<file path="config.mk">
export PLATFORM = sky130hd
export DESIGN_NAME = fig_ctrl
export DESIGN_NICKNAME = d
export VERILOG_FILES = /design/src/rtl/fig_ctrl_pkg.sv /design/src/rtl/fig_window.sv /design/src/rtl/fig_ctrl.sv
export SDC_FILE = /design/constraint.sdc
export NUM_CORES = 1
export LEC_CHECK = 0
export BUFFER_PORTS_ARGS = -buffer_cell sky130_fd_sc_hd__buf_2
export CORE_UTILIZATION = 45
export DETAILED_ROUTE_END_ITERATION = 10
export PLACE_DENSITY = 0.74
export SYNTH_ARGS = -nofsm -noshare
export SYNTH_HDL_FRONTEND = slang
export SYNTH_SLANG_ARGS = --single-unit
</file>
<file path="constraint.sdc">
create_clock -name pixel_clk -period 4 [get_ports pixel_clk]
set_input_delay 0.8 -clock pixel_clk [delete_from_list [all_inputs] [get_ports pixel_clk]]
set_output_delay 0.8 -clock pixel_clk [all_outputs]
set_load 0.1 [all_outputs]
</file>
<file path="src/rtl/fig_ctrl_pkg.sv">
// Shared figure-layer geometry and controller state type.
package fig_ctrl_pkg;

    localparam logic [9:0] FIG_X_START   = 10'd100;
    localparam logic [9:0] FIG_X_SIZE    = 10'd64;
    localparam logic [9:0] FIG_Y_SIZE    = 10'd96;
    localparam logic [9:0] FIG_Y_START_H = 10'd300;
    localparam logic [9:0] FIG_Y_START_F = 10'd200;

    typedef enum logic [1:0] {
        IDLE = 2'd0,
        POSE = 2'd1,
        JUMP = 2'd2
    } fig_state_t;

endpackage

</file>
<file path="src/rtl/fig_window.sv">
// Figure window hit test, delayed two cycles to line up with the layer's color output.
module fig_window
    import fig_ctrl_pkg::*;
(
    input  logic       clk,
    input  logic       reset_n,
    input  logic [9:0] draw_x,
    input  logic [9:0] draw_y,
    input  logic       pos_select,
    output logic       fig_en
);

    logic [10:0] x;
    logic [10:0] y;
    logic [10:0] anchor;
    logic        hit;
    logic        hit_d;

    // Widened by one bit so start+size never wraps.
    always_comb begin
        x      = {1'b0, draw_x};
        y      = {1'b0, draw_y};
        anchor = pos_select ? {1'b0, FIG_Y_START_F} : {1'b0, FIG_Y_START_H};
        hit    = (x >= {1'b0, FIG_X_START}) &&
                 (x <  ({1'b0, FIG_X_START} + {1'b0, FIG_X_SIZE})) &&
                 (y >= anchor) &&
                 (y <  (anchor + {1'b0, FIG_Y_SIZE}));
    end

    always_ff @(posedge clk) begin
        if (!reset_n) begin
            hit_d  <= 1'b0;
            fig_en <= 1'b0;
        end else begin
            hit_d  <= hit;
            fig_en <= hit_d;
        end
    end

endmodule

</file>
<file path="src/rtl/fig_ctrl.sv">
// Figure pose/jump controller: frame-synchronous sprite and anchor selection.
module fig_ctrl
    import fig_ctrl_pkg::*;
#(
    parameter int unsigned POSE_FRAMES = 8,
    parameter int unsigned JUMP_FRAMES = 16
) (
    input  logic       pixel_clk,
    input  logic       reset_n,
    input  logic       frame_start,
    input  logic       pose_req,
    input  logic [1:0] pose_id,
    input  logic       jump_req,
    input  logic [9:0] DrawX,
    input  logic [9:0] DrawY,
    output logic [1:0] fig_select,
    output logic       pos_select,
    output logic       fig_en,
    output logic       busy
);

    localparam logic [5:0] POSE_LOAD = 6'(POSE_FRAMES - 1);
    localparam logic [5:0] JUMP_LOAD = 6'(JUMP_FRAMES - 1);

    fig_state_t state, state_n;
    logic [5:0] cnt, cnt_n;
    logic       pose_pend, pose_pend_n;
    logic       jump_pend, jump_pend_n;
    logic [1:0] pose_lat, pose_lat_n;
    logic [1:0] fig_n;
    logic       pos_n;

    always_ff @(posedge pixel_clk) begin
        if (!reset_n) begin
            state      <= IDLE;
            cnt        <= '0;
            pose_pend  <= 1'b0;
            jump_pend  <= 1'b0;
            pose_lat   <= '0;
            fig_select <= '0;
            pos_select <= 1'b0;
        end else begin
            state      <= state_n;
            cnt        <= cnt_n;
            pose_pend  <= pose_pend_n;
            jump_pend  <= jump_pend_n;
            pose_lat   <= pose_lat_n;
            fig_select <= fig_n;
            pos_select <= pos_n;
        end
    end

    always_comb begin
        state_n     = state;
        cnt_n       = cnt;
        fig_n       = fig_select;
        pos_n       = pos_select;
        pose_pend_n = pose_pend;
        jump_pend_n = jump_pend;
        pose_lat_n  = pose_lat;

        // Decisions use only the registered pending flags, so a request
        // arriving alongside frame_start waits for the following frame.
        if (frame_start) begin
            unique case (state)
                IDLE, POSE: begin
                    if (jump_pend) begin
                        state_n     = JUMP;
                        fig_n       = 2'd3;
                        pos_n       = 1'b1;
                        cnt_n       = JUMP_LOAD;
                        jump_pend_n = 1'b0;
                        pose_pend_n = 1'b0;
                    end else if (pose_pend) begin
                        state_n     = POSE;
                        fig_n       = pose_lat;
                        pos_n       = 1'b0;
                        cnt_n       = POSE_LOAD;
                        pose_pend_n = 1'b0;
                    end else if (state == POSE) begin
                        if (cnt == '0) begin
                            state_n = IDLE;
                            fig_n   = '0;
                            pos_n   = 1'b0;
                        end else begin
                            cnt_n = cnt - 6'd1;
                        end
                    end
                end
                JUMP: begin
                    if (cnt == '0) begin
                        state_n = IDLE;
                        fig_n   = '0;
                        pos_n   = 1'b0;
                    end else begin
                        cnt_n = cnt - 6'd1;
                    end
                end
                default: begin
                    state_n = IDLE;
                    fig_n   = '0;
                    pos_n   = 1'b0;
                    cnt_n   = '0;
                end
            endcase
        end

        // Requests are ignored while airborne, including the cycle a jump starts.
        if (state != JUMP && state_n != JUMP) begin
            if (pose_req) begin
                pose_pend_n = 1'b1;
                pose_lat_n  = pose_id;
            end
            if (jump_req) begin
                jump_pend_n = 1'b1;
            end
        end
    end

    assign busy = (state != IDLE);

    fig_window u_window (
        .clk        (pixel_clk),
        .reset_n    (reset_n),
        .draw_x     (DrawX),
        .draw_y     (DrawY),
        .pos_select (pos_select),
        .fig_en     (fig_en)
    );

endmodule

</file>
==> flow_metrics.py <==
metrics = {
    "run_status": {
        "run_status": "complete, no violations",
    },
    "drt": {
        "viasPerCell": 5.593,
        "vias": 1018,
        "first_pass_iters": 4,
        "detail-route-antenna-nets": 0,
        "wirelength_um": 2276,
        "drc": 0,
        "wire_per_inst_um": 12.51,
        "drt-initial-drc-count": 26,
    },
    "sta": {
        "rsz0062_at_grt": "false",
        "setup_ws_ns": 1.664,
        "worst_slew_pin_slew_ns": 0.6374,
        "final-hold-violation-count": 0,
        "setup_viol": 0,
        "slew_headroom_pct": 56.91,
        "drv_slew": 0,
        "whs_ns": 0.4422,
        "finClkSkew_ns": 0.002541,
        "post-route-period-util_pct": 58.41,
        "fmax_mhz": 428.0,
        "fin_tns_setup_ns": 0,
        "period_needed_ns": 2.337,
    },
    "power": {
        "pwr-share-clk_pct": 19.7,
        "p_sw_share_pct": 38.43,
        "power_frac_comb_pct": 36.9,
        "p_leak_nw": 0.5538,
        "ir_worst_vdd_mv": 0.2508,
        "switching_power_w": 0.0001830,
        "seq_power_share_pct": 43.4,
        "pwr_density_cell_mw_per_mm2": 379.8,
        "p_int_w": 0.0002931,
    },
    "finish": {
        "fin_area_mm2": 0.001254,
        "final_common_cell": "buf_2",
        "area_delta_synth_final_pct": 16.38,
        "n_fill_cell": 217,
        "fin_nets": 191,
        "final-seq-area_um2": 340.3,
        "multi_input_area_um2": 673.1,
        "diodes": 0,
        "drive_gt1_share_pct": 25.97,
        "layout_common_cells": "buf_2 (29), dfxtp_1 (17), nor2_1 (11)",
    },
    "place": {
        "io_buffers": 29,
        "post-dp-hpwl_um": 1759,
        "globalplace.congestion": 0.8020,
        "dpl_cell_area_mm2": 0.001227,
        "pre_cts_slack_ns": 1.997,
    },
    "cts": {
        "cts_sinks": 17,
        "cts_buffers": 3,
        "cts_max_level": 1,
        "cts_tree": "yes",
        "postCtsResizedCells": 0,
        "post_cts_buffers": 0,
        "cts_root_buf": "clkbuf_4",
        "clock_latency_ns": 0.29,
        "ctsHoldBuffers": 0,
        "path_clk_slew_ns": 0.10,
        "clockBufferDepth": 2,
    },
    "floorplanning": {
        "fp.dieArea_mm2": 0.002594,
        "io_pins": 32,
        "start_util_pct": 48.24,
        "rows": 17,
        "die_h_um": 50.93,
        "die_x_um": 50.93,
        "coreArea_mm2": 0.002233,
    },
    "synth": {
        "yosys_warnings": 0,
        "async_flop_share_pct": 0,
        "yosysSeqAreaShare_pct": 31.59,
        "netlist_top_cells_area": "dfxtp_1 (32%), ha_1 (10%), a211oi_1 (4.2%)",
        "ys_types": 41,
        "yosys.area.top_type": "dfxtp_1",
        "syn_nets": 162,
        "syn-cell-area_mm2": 0.001077,
        "synthesis.instances": 126,
        "synth_edf_count": 0,
        "ys_ff_latch": 17,
        "synthFlopType": "dfxtp_1",
        "syn_area_per_cell_um2": 8.550,
        "synth_top_area_share_pct": 31.59,
    },
    "setup_path": {
        "path_class": "register to output port",
        "crit_required_ns": 3.20,
        "cp-end-kind": "output port",
        "r2r_setup_slack_ns": 2.06,
        "arrival_ns": 1.54,
        "crit_path_start_kind": "register",
        "path_max_fanout": 15,
    },
    "global_routing": {
        "grt-ovfl-total": 0,
        "met3_usage_pct": 5.655,
        "grt_util_met2_pct": 34.43,
        "met1_usage_pct": 24.91,
        "grt_usage_pct": 20.13,
        "grt_max_degree": 16,
        "top_usage_layer": "met2",
        "grt_pass1_wl_um": 4002,
        "grt_pass1_vias": 946,
        "antenna_found_initial": 0,
    },
    "worst_hold_path": {
        "hp-class": "register to register",
    },
    "job": {
        "cap_viol_max_count": 0,
    },
}
==> kinds of logic (layout without fill, tap and decap cells) <==
kind of cell,count (synthesis),after routing,share of synthesized area [%]
AOI/OAI and AO/OA,40,40,26.71
xor gates and xnor gates,1,1,0.8132
adders and majority gates,9,9,10.45
buffers and inverters,14,42,5.922
DFF,17,17,31.59
muxes,2,2,1.858
and+or+nand+nor,43,43,22.65
==> area by class of cell <==
| class | count | share of cell area (%) |
|---|---|---|
| Multi-Input combinational cell | 95 | 53.69 |
| Sequential cell | 17 | 27.15 |
| Inverter | 9 | 2.695 |
| Timing Repair Buffer | 29 | 11.58 |
| Tap cell | 28 | 2.794 |
| Clock buffer | 4 | 2.096 |
==> synthesized netlist by cell type (all sizes together) (2+ instances only) <==
library cell / instances
buf: 4
a31o: 2
mux2i: 2
nand2: 5
o31ai: 2
ha: 9
nand3: 2
o21ai: 8
nand3b: 2
dfxtp: 17
a22o: 2
inv: 9
a31oi: 2
nor4b: 2
nor2: 11
a21o: 2
a21oi: 8
nor3: 7
a211oi: 6
o211ai: 2
nand2b: 5
and2: 2
==> state kept, by name (all words and copies together) (netlist names) <==
signal / cells
cnt: 6
fig_select: 2
jump_pend: 1
pos_select: 1
pose_lat: 2
pose_pend: 1
state: 2
u_window.fig_en: 1
u_window.hit_d: 1
==> metrics by stage <==
stage / power (W) / util [%] / std cells
final: 0.0004761 / 56.13 / 182
after detailed placement: 0.0003846 / 54.96 / 178
after global placement: 0.0003801 / 54.96 / 178
after CTS: 0.0004792 / 56.13 / 182
after floorplan: 0.0003437 / - / 126
after global routing: 0.0005084 / 56.13 / 182
==> layer usage <==
layer  up-vias  part of all wire, %
met2        21                   48
li1        517                    -
met4         0                 0.53
met1       478                   47
met3         2                  3.9
met5         -                    0
==> worst max-delay path: stages (launching register included) <==
cell and delay (ns):
dfxtp_1 0.64, or2_2 0.19, buf_2 0.42
==> worst paths after layout <==
kind,start,end,depth (start not counted)
min reg2reg,u_window.hit_d,u_window.fig_en,1
min,u_window.hit_d,u_window.fig_en,1
max,state[1],busy,2
max reg2reg,cnt[0],cnt[3],6
==> power by group through the flow <==
stage,Sequential (W),Clock [W],Combinational [W]
3_3_place_gp,0.000210,0,0.000170
3_5_place_dp,0.000211,0,0.000174
5_1_grt,0.000210,0.000101,0.000197
2_1_floorplan,0.000219,0,0.000125
4_1_cts,0.000207,0.0000967,0.000176
6_report,0.000207,0.0000937,0.000176
No activity file was read; power rests on OpenSTA's default activity.
